### config.mk
export PLATFORM = sky130hd
export DESIGN_NAME = mem_ctrl_flat
export DESIGN_NICKNAME = d
export VERILOG_FILES = /design/src/rtl/mem_ctrl_pkg.sv /design/src/rtl/mem_ctrl_if.sv /design/src/rtl/mem_ctrl.sv /design/src/flat_wrapper.sv
export SDC_FILE = /design/constraint.sdc
export NUM_CORES = 1
export LEC_CHECK = 0
export CORE_ASPECT_RATIO = 0.5
export CORE_MARGIN = 10
export CORE_UTILIZATION = 45
export CTS_CLUSTER_SIZE = 8
export DETAILED_ROUTE_END_ITERATION = 8
export PLACE_DENSITY = 0.75
export SLEW_MARGIN = 0
export SYNTH_ARGS = -nofsm -noshare
export SYNTH_HDL_FRONTEND = slang
export SYNTH_SLANG_ARGS = --single-unit
export TNS_END_PERCENT = 100
### constraint.sdc
create_clock -name clk -period 8.9 [get_ports clk]
set_input_delay 1.335 -clock clk [delete_from_list [all_inputs] [get_ports clk]]
set_output_delay 1.335 -clock clk [all_outputs]
set_load 0.01 [all_outputs]
### src/rtl/mem_ctrl_pkg.sv
// Shared CPU definitions: load/store length encodings, RAM arbiter FSM states
// and the owner tag used by the byte-wide memory controller.
package cpu_defs;

  typedef enum logic [1:0] {
    LEN_1  = 2'b00,
    LEN_2  = 2'b01,
    LEN_4  = 2'b10,
    LEN_4X = 2'b11
  } mem_len_e;

  typedef enum logic [1:0] {
    ST_IDLE = 2'b00,
    ST_RD   = 2'b01,
    ST_WR   = 2'b10
  } mem_state_e;

  typedef enum logic {
    OWN_IF  = 1'b0,
    OWN_MEM = 1'b1
  } mem_owner_e;

  localparam logic [2:0] IF_LEN = 3'd4;

  function automatic logic [2:0] len_bytes(input logic [1:0] len);
    case (mem_len_e'(len))
      LEN_1:   return 3'd1;
      LEN_2:   return 3'd2;
      default: return 3'd4;
    endcase
  endfunction

endpackage

### src/rtl/mem_ctrl_if.sv
// Bundle of the fetch, load/store and byte-RAM signals around mem_ctrl.
// slave = controller view, master = CPU + RAM view.
interface mem_ctrl_if;
  logic        if_req;
  logic [31:0] if_addr;
  logic        if_ack;
  logic [31:0] if_data;
  logic        mem_req;
  logic        mem_we;
  logic [1:0]  mem_len;
  logic [31:0] mem_addr;
  logic [31:0] mem_wdata;
  logic        mem_ack;
  logic [31:0] mem_rdata;
  logic        flush;
  logic [31:0] ram_a;
  logic [7:0]  ram_dout;
  logic        ram_wr;
  logic [7:0]  ram_din;

  modport slave (
    input  if_req, if_addr, mem_req, mem_we, mem_len, mem_addr, mem_wdata,
           flush, ram_din,
    output if_ack, if_data, mem_ack, mem_rdata, ram_a, ram_dout, ram_wr
  );

  modport master (
    output if_req, if_addr, mem_req, mem_we, mem_len, mem_addr, mem_wdata,
           flush, ram_din,
    input  if_ack, if_data, mem_ack, mem_rdata, ram_a, ram_dout, ram_wr
  );
endinterface

### src/rtl/mem_ctrl.sv
// Arbitrates one byte-wide synchronous RAM between instruction fetch and
// load/store, serialising 1/2/4-byte accesses one byte per cycle.
module mem_ctrl
  import cpu_defs::*;
(
  input  logic       clk,
  input  logic       rst_n,
  mem_ctrl_if.slave  bus
);

  mem_state_e  state_q, state_d;
  mem_owner_e  owner_q, owner_d;
  logic [31:0] addr_q, addr_d;
  logic [31:0] wdata_q, wdata_d;
  logic [31:0] buf_q, buf_d;
  logic [31:0] if_data_q, if_data_d;
  logic [31:0] mem_rdata_q, mem_rdata_d;
  logic [2:0]  len_q, len_d;
  logic [2:0]  cnt_q, cnt_d;
  logic        if_ack_q, if_ack_d;
  logic        mem_ack_q, mem_ack_d;
  logic [31:0] rd_word;
  logic [31:0] wr_shift;

  always_ff @(posedge clk or negedge rst_n) begin
    if (!rst_n) begin
      state_q     <= ST_IDLE;
      owner_q     <= OWN_IF;
      addr_q      <= '0;
      wdata_q     <= '0;
      buf_q       <= '0;
      if_data_q   <= '0;
      mem_rdata_q <= '0;
      len_q       <= '0;
      cnt_q       <= '0;
      if_ack_q    <= 1'b0;
      mem_ack_q   <= 1'b0;
    end else begin
      state_q     <= state_d;
      owner_q     <= owner_d;
      addr_q      <= addr_d;
      wdata_q     <= wdata_d;
      buf_q       <= buf_d;
      if_data_q   <= if_data_d;
      mem_rdata_q <= mem_rdata_d;
      len_q       <= len_d;
      cnt_q       <= cnt_d;
      if_ack_q    <= if_ack_d;
      mem_ack_q   <= mem_ack_d;
    end
  end

  // ram_din holds the byte addressed in the previous cycle, i.e. index cnt_q-1.
  always_comb begin
    rd_word = buf_q;
    case (cnt_q)
      3'd1:    rd_word[7:0]   = bus.ram_din;
      3'd2:    rd_word[15:8]  = bus.ram_din;
      3'd3:    rd_word[23:16] = bus.ram_din;
      3'd4:    rd_word[31:24] = bus.ram_din;
      default: ;
    endcase
  end

  always_comb begin
    state_d     = state_q;
    owner_d     = owner_q;
    addr_d      = addr_q;
    wdata_d     = wdata_q;
    buf_d       = buf_q;
    if_data_d   = if_data_q;
    mem_rdata_d = mem_rdata_q;
    len_d       = len_q;
    cnt_d       = cnt_q;
    if_ack_d    = 1'b0;
    mem_ack_d   = 1'b0;

    case (state_q)
      ST_IDLE: begin
        cnt_d = '0;
        buf_d = '0;
        // A requester still seeing its own ack is not re-granted this cycle.
        if (bus.mem_req && !mem_ack_q) begin
          owner_d = OWN_MEM;
          addr_d  = bus.mem_addr;
          wdata_d = bus.mem_wdata;
          len_d   = len_bytes(bus.mem_len);
          state_d = bus.mem_we ? ST_WR : ST_RD;
        end else if (bus.if_req && !if_ack_q && !bus.flush) begin
          owner_d = OWN_IF;
          addr_d  = bus.if_addr;
          wdata_d = '0;
          len_d   = IF_LEN;
          state_d = ST_RD;
        end
      end

      ST_RD: begin
        if (owner_q == OWN_IF && bus.flush) begin
          state_d = ST_IDLE;
        end else begin
          buf_d = rd_word;
          cnt_d = cnt_q + 3'd1;
          if (cnt_q == len_q) begin
            state_d = ST_IDLE;
            if (owner_q == OWN_IF) begin
              if_data_d = rd_word;
              if_ack_d  = 1'b1;
            end else begin
              mem_rdata_d = rd_word;
              mem_ack_d   = 1'b1;
            end
          end
        end
      end

      ST_WR: begin
        cnt_d = cnt_q + 3'd1;
        if (cnt_q == len_q - 3'd1) begin
          state_d   = ST_IDLE;
          mem_ack_d = 1'b1;
        end
      end

      default: state_d = ST_IDLE;
    endcase
  end

  assign wr_shift = wdata_q >> {cnt_q[1:0], 3'b000};

  always_comb begin
    bus.ram_a    = '0;
    bus.ram_dout = '0;
    bus.ram_wr   = 1'b0;
    if (state_q != ST_IDLE) begin
      bus.ram_a = addr_q + {29'b0, cnt_q};
    end
    if (state_q == ST_WR && owner_q == OWN_MEM) begin
      bus.ram_dout = wr_shift[7:0];
      bus.ram_wr   = 1'b1;
    end
  end

  assign bus.if_ack    = if_ack_q;
  assign bus.if_data   = if_data_q;
  assign bus.mem_ack   = mem_ack_q;
  assign bus.mem_rdata = mem_rdata_q;

endmodule

### src/flat_wrapper.sv
// flat-port wrapper written by rule: the top's interface ports become plain ports
module mem_ctrl_flat import cpu_defs::*;
  (clk, rst_n, bus_if_req, bus_if_addr, bus_mem_req, bus_mem_we, bus_mem_len, bus_mem_addr, bus_mem_wdata, bus_flush, bus_ram_din, bus_if_ack, bus_if_data, bus_mem_ack, bus_mem_rdata, bus_ram_a, bus_ram_dout, bus_ram_wr);
  mem_ctrl_if bus_i ();
  input  logic clk;
  input  logic rst_n;
  input wire logic [$bits(bus_i.if_req)-1:0] bus_if_req;
  input wire logic [$bits(bus_i.if_addr)-1:0] bus_if_addr;
  input wire logic [$bits(bus_i.mem_req)-1:0] bus_mem_req;
  input wire logic [$bits(bus_i.mem_we)-1:0] bus_mem_we;
  input wire logic [$bits(bus_i.mem_len)-1:0] bus_mem_len;
  input wire logic [$bits(bus_i.mem_addr)-1:0] bus_mem_addr;
  input wire logic [$bits(bus_i.mem_wdata)-1:0] bus_mem_wdata;
  input wire logic [$bits(bus_i.flush)-1:0] bus_flush;
  input wire logic [$bits(bus_i.ram_din)-1:0] bus_ram_din;
  output wire logic [$bits(bus_i.if_ack)-1:0] bus_if_ack;
  output wire logic [$bits(bus_i.if_data)-1:0] bus_if_data;
  output wire logic [$bits(bus_i.mem_ack)-1:0] bus_mem_ack;
  output wire logic [$bits(bus_i.mem_rdata)-1:0] bus_mem_rdata;
  output wire logic [$bits(bus_i.ram_a)-1:0] bus_ram_a;
  output wire logic [$bits(bus_i.ram_dout)-1:0] bus_ram_dout;
  output wire logic [$bits(bus_i.ram_wr)-1:0] bus_ram_wr;
  assign bus_i.if_req = bus_if_req;
  assign bus_i.if_addr = bus_if_addr;
  assign bus_i.mem_req = bus_mem_req;
  assign bus_i.mem_we = bus_mem_we;
  assign bus_i.mem_len = bus_mem_len;
  assign bus_i.mem_addr = bus_mem_addr;
  assign bus_i.mem_wdata = bus_mem_wdata;
  assign bus_i.flush = bus_flush;
  assign bus_i.ram_din = bus_ram_din;
  assign bus_if_ack = bus_i.if_ack;
  assign bus_if_data = bus_i.if_data;
  assign bus_mem_ack = bus_i.mem_ack;
  assign bus_mem_rdata = bus_i.mem_rdata;
  assign bus_ram_a = bus_i.ram_a;
  assign bus_ram_dout = bus_i.ram_dout;
  assign bus_ram_wr = bus_i.ram_wr;
  mem_ctrl u_core (.clk(clk), .rst_n(rst_n), .bus(bus_i));
endmodule
==> metrics.log, run 1 <==
[metrics] P&R area growth vs syn: 34.8%
[metrics] outcome: finished clean
[metrics] Post-Synthesis Cell Area: 8280 um2
[metrics] clock sink total: 171
[metrics] number of max-slew violations in the final report: 0
[metrics] CTS H-tree lvls: 4
[metrics] proportion of register bits with asynchronous set or reset after synthesis: 100%
[metrics] most congested layer reported by global routing: met2
[metrics] total negative slack: 0 ps
[metrics] gp weighted congestion: a little over 0.8
[metrics] core area: 17700 um2
[metrics] cell with the biggest individual delay on the critical path: sky130_fd_sc_hd__dfrtp_1
[metrics] total setup buffers inserted after CTS: 0
[metrics] nets@finish: ~1100
[metrics] n_diodes: 0
[metrics] RSZ-0062 raised after global routing: no
[metrics] antenna violations before repair: 0
[metrics] total track usage: 19.7%
[metrics] PnR worst setup slack: between 3000 and 4000 ps
[metrics] Starting Density: 46.8%
[metrics] fraction of the cycle the final worst path needs: roughly three fifths
[metrics] synthesized netlist cell count: a little over 800
[metrics] fill cell count: 1462
[metrics] path category of the worst min-delay check: flip-flop to flip-flop
[metrics] Remaining Overflow, GRT: 0
[metrics] area of combinational cells with multiple inputs: 3700 um2
[metrics] Max Clk Rate: roughly 180 MHz
[metrics] library cell used as clock root buffer: sky130_fd_sc_hd__clkbuf_16
[metrics] clock buffers created by TritonCTS: 17
[metrics] routing usage on met3: 4.15%
[metrics] number of hold buffers added after cts: 0
[metrics] setup violators final: 0
[metrics] aggregate routed wire length: approximately 24000 um
[metrics] final hold violations: 0
[metrics] vias in the first global route: 6894
[metrics] Arrival @ worst endpoint: 4120 ps
[metrics] Reg area: 4280 um2
[metrics] TritonCTS clock tree: yes
[metrics] total of max-cap violations: 0
[metrics] die height: 116 um
[metrics] post-synthesis register bit count: 171
[metrics] met2 track utilization from global routing: 34.2%
[metrics] dpl hpwl: 17400 um
[metrics] drc violations: 0
[metrics] most instantiated flip-flop cell in the synthesis netlist: sky130_fd_sc_hd__dfrtp_1
[metrics] number of nets still failing antenna checks after routing: 0
[metrics] worst stage delay on the critical path: 860 ps
[metrics] Cell variety after synth: between 50 and 60
[metrics] startpoint type of the worst setup path: flip-flop
[metrics] CTS clk-pin slew, worst paths: 70 ps
[metrics] Skew-Pair Late Insertion Delay: 430 ps
[metrics] critical-path maximum fanout: 14
[metrics] grt met1 use: between 20% and 30%
[metrics] via count: 6892
[metrics] proportion of synthesized chip area in sequential cells: between 50% and 60%
[metrics] Critical Path RT: 7570 ps
[metrics] VDD IR-drop max: around 0.15 mV
[metrics] worst relative slew slack: 17.2%
[metrics] cells along the critical path: ha_1, inv_1, fa_1, and2b_1, o21ai_1, or4_1, a21oi_1, clkdlybuf4s50_1
[metrics] CP endpoint kind: primary output
[metrics] setup slack at placement: 3880 ps
[metrics] Avg Vias per Cell: 5.55
[metrics] Routed WL per cell: 19.5 um
[metrics] I/O pin count: 219
[metrics] minimum period implied by the final worst setup slack: approximately 5500 ps
[metrics] synthesis warning total: 0
[metrics] quantity of I/O buffers inserted on ports: 218
[metrics] worst clock skew: about 11 ps
[metrics] first-pass GRT wire length: 38500 um
[metrics] die span in x: roughly 210 um
[metrics] number of detailed-routing iterations run before antenna repair: 5
[metrics] syn avg cell area: 10.2 um2
[metrics] share of final-layout standard cells stronger than drive strength 1: 5.95%
[metrics] number of DRC markers in iteration 0: ~540
[metrics] pin slew with the least headroom to its limit: 1240 ps
[metrics] maximum number of pins on one net before global-route repair: about 100
[metrics] startpoint-to-endpoint class of the critical path: flip-flop to primary output
[metrics] Static Leakage: 4.78 nW
[metrics] total power per unit cell area: 332 nW/um2
[metrics] number of gates given a new drive strength after cts: 0
[metrics] Die Outline Area: 24500 um2
[metrics] # rows: 34
[metrics] Mapped Nets: 936
[metrics] number of synthesized flops with an enable pin: 0
[metrics] clock buffer depth: 2
## layout by cell type, fill, tap and decap left out, types with 8 or more instances in the layout
| cell type | instances |
|---|---|
| sky130_fd_sc_hd__a21oi_1 | 83 |
| sky130_fd_sc_hd__a22o_1 | 33 |
| sky130_fd_sc_hd__and2_1 | 11 |
| sky130_fd_sc_hd__clkbuf_16 | 17 |
| sky130_fd_sc_hd__clkdlybuf4s50_1 | 217 |
| sky130_fd_sc_hd__dfrtp_1 | 171 |
| sky130_fd_sc_hd__ha_1 | 12 |
| sky130_fd_sc_hd__inv_1 | 23 |
| sky130_fd_sc_hd__mux2i_1 | 66 |
| sky130_fd_sc_hd__mux4_2 | 8 |
| sky130_fd_sc_hd__nand2_1 | 50 |
| sky130_fd_sc_hd__nand3_1 | 40 |
| sky130_fd_sc_hd__nand4_1 | 8 |
| sky130_fd_sc_hd__nor2_1 | 78 |
| sky130_fd_sc_hd__o21ai_0 | 72 |
| sky130_fd_sc_hd__o31ai_1 | 15 |
| sky130_fd_sc_hd__or4_1 | 13 |
| sky130_fd_sc_hd__xor2_1 | 9 |
## Yosys cell counts (2+ instances only)
master                      count  area [um2]
sky130_fd_sc_hd__nor4b_1        2        17.5
sky130_fd_sc_hd__nor3b_1        2        15.0
sky130_fd_sc_hd__o21ai_0       72         360
sky130_fd_sc_hd__dfrtp_1      171        4280
sky130_fd_sc_hd__o31ai_1       15         113
sky130_fd_sc_hd__nor2b_1        8        50.1
sky130_fd_sc_hd__mux2i_1       66         661
sky130_fd_sc_hd__ha_1          13         163
sky130_fd_sc_hd__inv_1         23        86.3
sky130_fd_sc_hd__nor4_1         5        31.3
sky130_fd_sc_hd__and3_1         2        12.5
sky130_fd_sc_hd__buf_2         17        85.1
sky130_fd_sc_hd__nand2b_1       2        12.5
sky130_fd_sc_hd__or4_1         13        97.6
sky130_fd_sc_hd__and4_1         4        35.0
sky130_fd_sc_hd__buf_1          6        22.5
sky130_fd_sc_hd__o211ai_1       2        15.0
sky130_fd_sc_hd__xor2_1         9        78.8
sky130_fd_sc_hd__nor2_1        78         293
sky130_fd_sc_hd__o21ai_1        2        10.0
sky130_fd_sc_hd__nand4_1        8        50.1
sky130_fd_sc_hd__mux2_2         3        33.8
sky130_fd_sc_hd__xnor2_1        4        35.0
sky130_fd_sc_hd__o2111ai_1      2        17.5
sky130_fd_sc_hd__a22o_1        33         289
sky130_fd_sc_hd__or3_1          4        25.0
sky130_fd_sc_hd__clkbuf_1      32         120
sky130_fd_sc_hd__and2_1        11        68.8
sky130_fd_sc_hd__nand3b_1       2        15.0
sky130_fd_sc_hd__mux4_2         8         180
sky130_fd_sc_hd__a21oi_1       83         415
sky130_fd_sc_hd__nand2_1       50         188
sky130_fd_sc_hd__nand3_1       40         200
## flip-flops by register name, indices dropped and copies added, names as in the netlist
register              cells
u_core.bus.if_data       32
u_core.len_q              3
u_core.state_q            2
u_core.owner_q            1
u_core.addr_q            32
u_core.bus.mem_ack        1
u_core.cnt_q              3
u_core.bus.if_ack         1
u_core.buf_q             32
u_core.wdata_q           32
u_core.bus.mem_rdata     32
## logic make-up after synthesis
kind of cell             after synthesis  share of synthesized area, %
AND/OR/NAND/NOR                      238                          14.3
buffers and inverters                 80                          4.02
XOR/XNOR                              14                          1.66
adder cells (fa/ha/maj)               14                          2.21
flip-flops                           171                          51.7
multiplexers                          78                          10.7
AO/OA/AOI/OAI                        215                          15.4
## metal layers
metal	part of all wire [%]	up-vias
met4	0.95	0
met2	51	165
met5	0	-
li1	-	3267
met1	43	3440
met3	4.9	20
## final cells by class
| class | instances | area share [%] |
|---|---|---|
| well taps | 234 | 2.62 |
| clock inverters | 15 | 1.38 |
| flip-flops and latches | 171 | 38.4 |
| inverters | 23 | 0.774 |
| repair buffers | 223 | 19.9 |
| clock buffers | 17 | 3.81 |
| multi-input cells | 559 | 33.2 |
## critical path, delay by kind of cell (launching register included)
| kind | cells | cell delay, ps |
|---|---|---|
| fa+ha+maj | 2 | 700 |
| flops | 1 | 860 |
| buf+inv | 2 | 660 |
| simple gates | 2 | 930 |
| compound gates | 2 | 550 |
## worst paths after layout
path,startpoint,slack [ps],cells past startpoint,to
max,u_core.cnt_q[0]$_DFFE_PN0P_,3440,8,bus_ram_a[18]
min reg2reg,u_core.addr_q[0]$_DFFE_PN0P_,490,2,u_core.addr_q[0]$_DFFE_PN0P_
max in group asynchronous,rst_n,6370,2,u_core.buf_q[0]$_DFFE_PN0P_
max reg2reg,u_core.cnt_q[0]$_DFFE_PN0P_,5880,5,u_core.buf_q[0]$_DFFE_PN0P_
min,u_core.addr_q[0]$_DFFE_PN0P_,490,2,u_core.addr_q[0]$_DFFE_PN0P_
min in group asynchronous,rst_n,970,1,u_core.wdata_q[11]$_DFFE_PN0P_
## power breakdown
group          switching, mW  internal, mW  total [mW]
sequential             0.268          1.10        1.37
combinational          0.807         0.804        1.61
clock                  0.346         0.373       0.719
total                   1.42          2.28        3.70
## per-stage QoR
step / instances / total power [mW] / utilization, % / hold slack [ps] / area [um2]
after floorplan: 810 / 2.22 / - / 454 / 8280
after global placement: 1210 / 2.94 / 59.8 / 473 / 10600
after detailed placement: 1210 / 3.00 / 59.8 / 489 / 10600
after CTS: 1242 / 3.73 / 63.0 / 504 / 11200
after global routing: 1242 / 3.95 / 63.0 / 515 / 11200
final: 1242 / 3.70 / 63.0 / 495 / 11200
Note: power is estimated with default switching activity, not from simulation.
==> inputs of run 2 (changes only) <==
clock period = 5.45 ns   (was 8.9 ns; I/O delays follow)
==> run 2 against run 1 <==
Sequential share of layout area is 0.13 points lower. Sequential power is 61% higher. Combinational power is 65% higher. First-iteration DRC count is 14% lower. Clock skew is 4.2 ps lower. Final area is 0.35% higher. Critical endpoint is now bus_ram_a[14]. Largest cell class unchanged. Largest power group unchanged. Highest routed layer unchanged.
==> metrics.log, run 2 (synthesis results as in run 1) <==
[metrics] outcome: finished clean
[metrics] worst reg2reg path endpoint: u_core.buf_q[3]$_DFFE_PN0P_
[metrics] aggregate routed wire length: 24000 um (-0.84%)
[metrics] drc violations: 0 (unchanged)
[metrics] nets@finish: 1123 (+0.18%)
[metrics] clock sink total: 171 (unchanged)
[metrics] commonest non-fill, non-tap cell in the layout: sky130_fd_sc_hd__clkdlybuf4s50_1
[metrics] via count: 6800 (-1.3%)
[metrics] setup slack at placement: 1200 ps (-2680 ps)
[metrics] worst relative slew slack: 18.4% (+1.2 points)
[metrics] gp weighted congestion: 0.822 (+0.56%)
[metrics] Remaining Overflow, GRT: 0 (unchanged)
[metrics] Static Leakage: 4.80 nW (+0.37%)
[metrics] Arrival @ worst endpoint: 3920 ps (-200 ps)
[metrics] P&R area growth vs syn: 35.3%
[metrics] total setup buffers inserted after CTS: 0 (unchanged)
[metrics] number of nets still failing antenna checks after routing: 0 (unchanged)
[metrics] antenna violations before repair: 0 (unchanged)
[metrics] CTS clk-pin slew, worst paths: 70 ps (about the same)
[metrics] fraction of power spent switching nets: 38.1% (-0.36 points)
[metrics] die height: 116 um (unchanged)
[metrics] number of detailed-routing iterations run before antenna repair: 5 (unchanged)
[metrics] vias in the first global route: 6899 (+0.073%)
[metrics] RSZ-0062 raised after global routing: no
[metrics] maximum number of pins on one net before global-route repair: 101 (unchanged)
[metrics] count of cells along the worst register-to-register path: 6 (+1)
[metrics] startpoint type of the worst setup path: flip-flop
[metrics] most frequent cells in the layout: 217 x sky130_fd_sc_hd__clkdlybuf4s50_1, 171 x sky130_fd_sc_hd__dfrtp_1, 83 x sky130_fd_sc_hd__a21oi_1, 78 x sky130_fd_sc_hd__nor2_1, 72 x sky130_fd_sc_hd__o21ai_0
[metrics] pin slew with the least headroom to its limit: 1220 ps (-18.2 ps)
[metrics] setup slack, reg-to-reg: 2390 ps (-3490 ps)
[metrics] VDD IR-drop max: 0.236 mV (+57%)
[metrics] r2r startpoint: u_core.cnt_q[1]$_DFFE_PN0P_
[metrics] sequential cell fraction of total power: 36.3% (-0.7 points)
[metrics] first-pass GRT wire length: 38500 um (about the same)
[metrics] clock buffer depth: 2 (unchanged)
[metrics] die span in x: 212 um (unchanged)
[metrics] Skew-Pair Late Insertion Delay: 430 ps (about the same)
[metrics] CP endpoint kind: primary output
[metrics] total power per unit cell area: 544 nW/um2 (+64%)
[metrics] path category of the worst min-delay check: input pin to asynchronous set/reset pin
[metrics] # rows: 34 (unchanged)
[metrics] Avg Vias per Cell: 5.47 (-1.5%)
[metrics] Clock power frac: 20.2% (+0.8 points)
[metrics] Die Outline Area: 24500 um2 (unchanged)
[metrics] fraction of the cycle the final worst path needs: 87.0%
[metrics] total track usage: 19.7% (+0.049 points)
[metrics] setup violators final: 0 (unchanged)
[metrics] Cell Int Power: 3.77 mW (+66%)
[metrics] number of max-slew violations in the final report: 0 (unchanged)
[metrics] TritonCTS clock tree: yes
[metrics] reported net switching power: 2.32 mW (+63%)
[metrics] beginning of the critical path: u_core.cnt_q[1]$_DFFE_PN0P_
[metrics] Starting Density: 46.8% (unchanged)
[metrics] worst clock skew: 6.56 ps (-4.17 ps)
[metrics] library cell used as clock root buffer: sky130_fd_sc_hd__clkbuf_16
[metrics] critical-path maximum fanout: 14 (unchanged)
[metrics] worst setup path end: bus_ram_a[14]
[metrics] fill cell count: 1430 (-2.2%)
[metrics] part of the total power dissipated in combinational logic: 43.5% (about the same)
[metrics] Max Clk Rate: around 210 MHz
[metrics] total of max-cap violations: 0 (unchanged)
[metrics] minimum period implied by the final worst setup slack: 4740 ps
[metrics] clock buffers created by TritonCTS: 17 (unchanged)
[metrics] number of DRC markers in iteration 0: 470 (-14%)
[metrics] n_diodes: 0 (unchanged)
[metrics] dpl hpwl: 17700 um (+1.6%)
[metrics] share of final-layout standard cells stronger than drive strength 1: 6.14% (+0.19 points)
[metrics] Critical Path RT: 4630 ps (-2940 ps)
[metrics] Routed WL per cell: 19.3 um (-1.0%)
[metrics] final hold violations: 0 (unchanged)
[metrics] number of gates given a new drive strength after cts: 0 (unchanged)
[metrics] PnR worst setup slack: 711 ps (-2730 ps)
[metrics] I/O pin count: 219 (unchanged)
[metrics] total negative slack: 0 ps (unchanged)
[metrics] number of hold buffers added after cts: 0 (unchanged)
[metrics] startpoint-to-endpoint class of the critical path: flip-flop to primary output
[metrics] quantity of I/O buffers inserted on ports: 218 (unchanged)
[metrics] CTS H-tree lvls: 4 (unchanged)
[metrics] core area: 17700 um2 (unchanged)
==> run 2: cell count changes in the layout (fill, tap and decap cells not counted), sizes merged <==
cell,change
buf,+2
bufinv,+1
clkinv,-2
clkinvlp,+1
==> run 2: routing by layer <==
metal  vias up  share of wire [%]  GRT usage (%)
met5         -                  0              0
li1       3272                  -              -
met4         0               0.75           4.66
met1      3346                 42           24.4
met2       167                 52           34.6
met3        15                5.7           4.72
==> run 2: power by group through the flow <==
stage               logic [mW]  clock network (mW)  registers [mW]
floorplan                 1.40                   0            2.22
global placement          2.61                   0            2.20
detailed placement        2.68                   0            2.23
CTS                       2.69                1.25            2.21
global route              2.93                1.31            2.28
finish                    2.65                1.23            2.21
==> run 2: area by class of cell <==
cell class | count | area [um2] | area share, %
sequential | 171 | 4280 | 38.2
multi-input combinational | 559 | 3700 | 33.0
timing repair buffer | 225 | 2240 | 20.0
clock buffer | 17 | 425 | 3.80
tap | 234 | 293 | 2.62
clock inverter | 15 | 178 | 1.59
inverter | 23 | 86.3 | 0.771
==> run 2: metrics by stage <==
stage / cells / hold slack (ps) / instance area, um2 / utilization [%] / total power, mW
after floorplan: 810 / 454 / 8280 / - / 3.63
after global placement: 1212 / 471 / 10600 / 59.9 / 4.81
after detailed placement: 1212 / 486 / 10600 / 59.9 / 4.91
after CTS: 1244 / 425 / 11200 / 63.3 / 6.15
after global routing: 1244 / 440 / 11200 / 63.3 / 6.52
final: 1244 / 397 / 11200 / 63.3 / 6.09
==> run 2: worst min-delay path by stage <==
stage / start / slack (ps) / cells after the start / to
after floorplan: u_core.addr_q[0]$_DFFE_PN0P_ / 450 / 2 / u_core.addr_q[0]$_DFFE_PN0P_
after global placement: u_core.addr_q[0]$_DFFE_PN0P_ / 470 / 2 / u_core.addr_q[0]$_DFFE_PN0P_
after detailed placement: u_core.addr_q[2]$_DFFE_PN0P_ / 490 / 2 / u_core.addr_q[2]$_DFFE_PN0P_
after CTS: rst_n / 420 / 1 / u_core.wdata_q[11]$_DFFE_PN0P_
after global routing: rst_n / 440 / 1 / u_core.wdata_q[11]$_DFFE_PN0P_
final: rst_n / 400 / 1 / u_core.wdata_q[11]$_DFFE_PN0P_
==> run 2: critical path, cell delays in order (launching register included) <==
cell	delay, ps
sky130_fd_sc_hd__dfrtp_1	760
sky130_fd_sc_hd__inv_1	230
sky130_fd_sc_hd__fa_1	470
sky130_fd_sc_hd__and2b_1	350
sky130_fd_sc_hd__o21ai_1	320
sky130_fd_sc_hd__or4_1	610
sky130_fd_sc_hd__a21oi_1	180
sky130_fd_sc_hd__clkdlybuf4s50_1	580
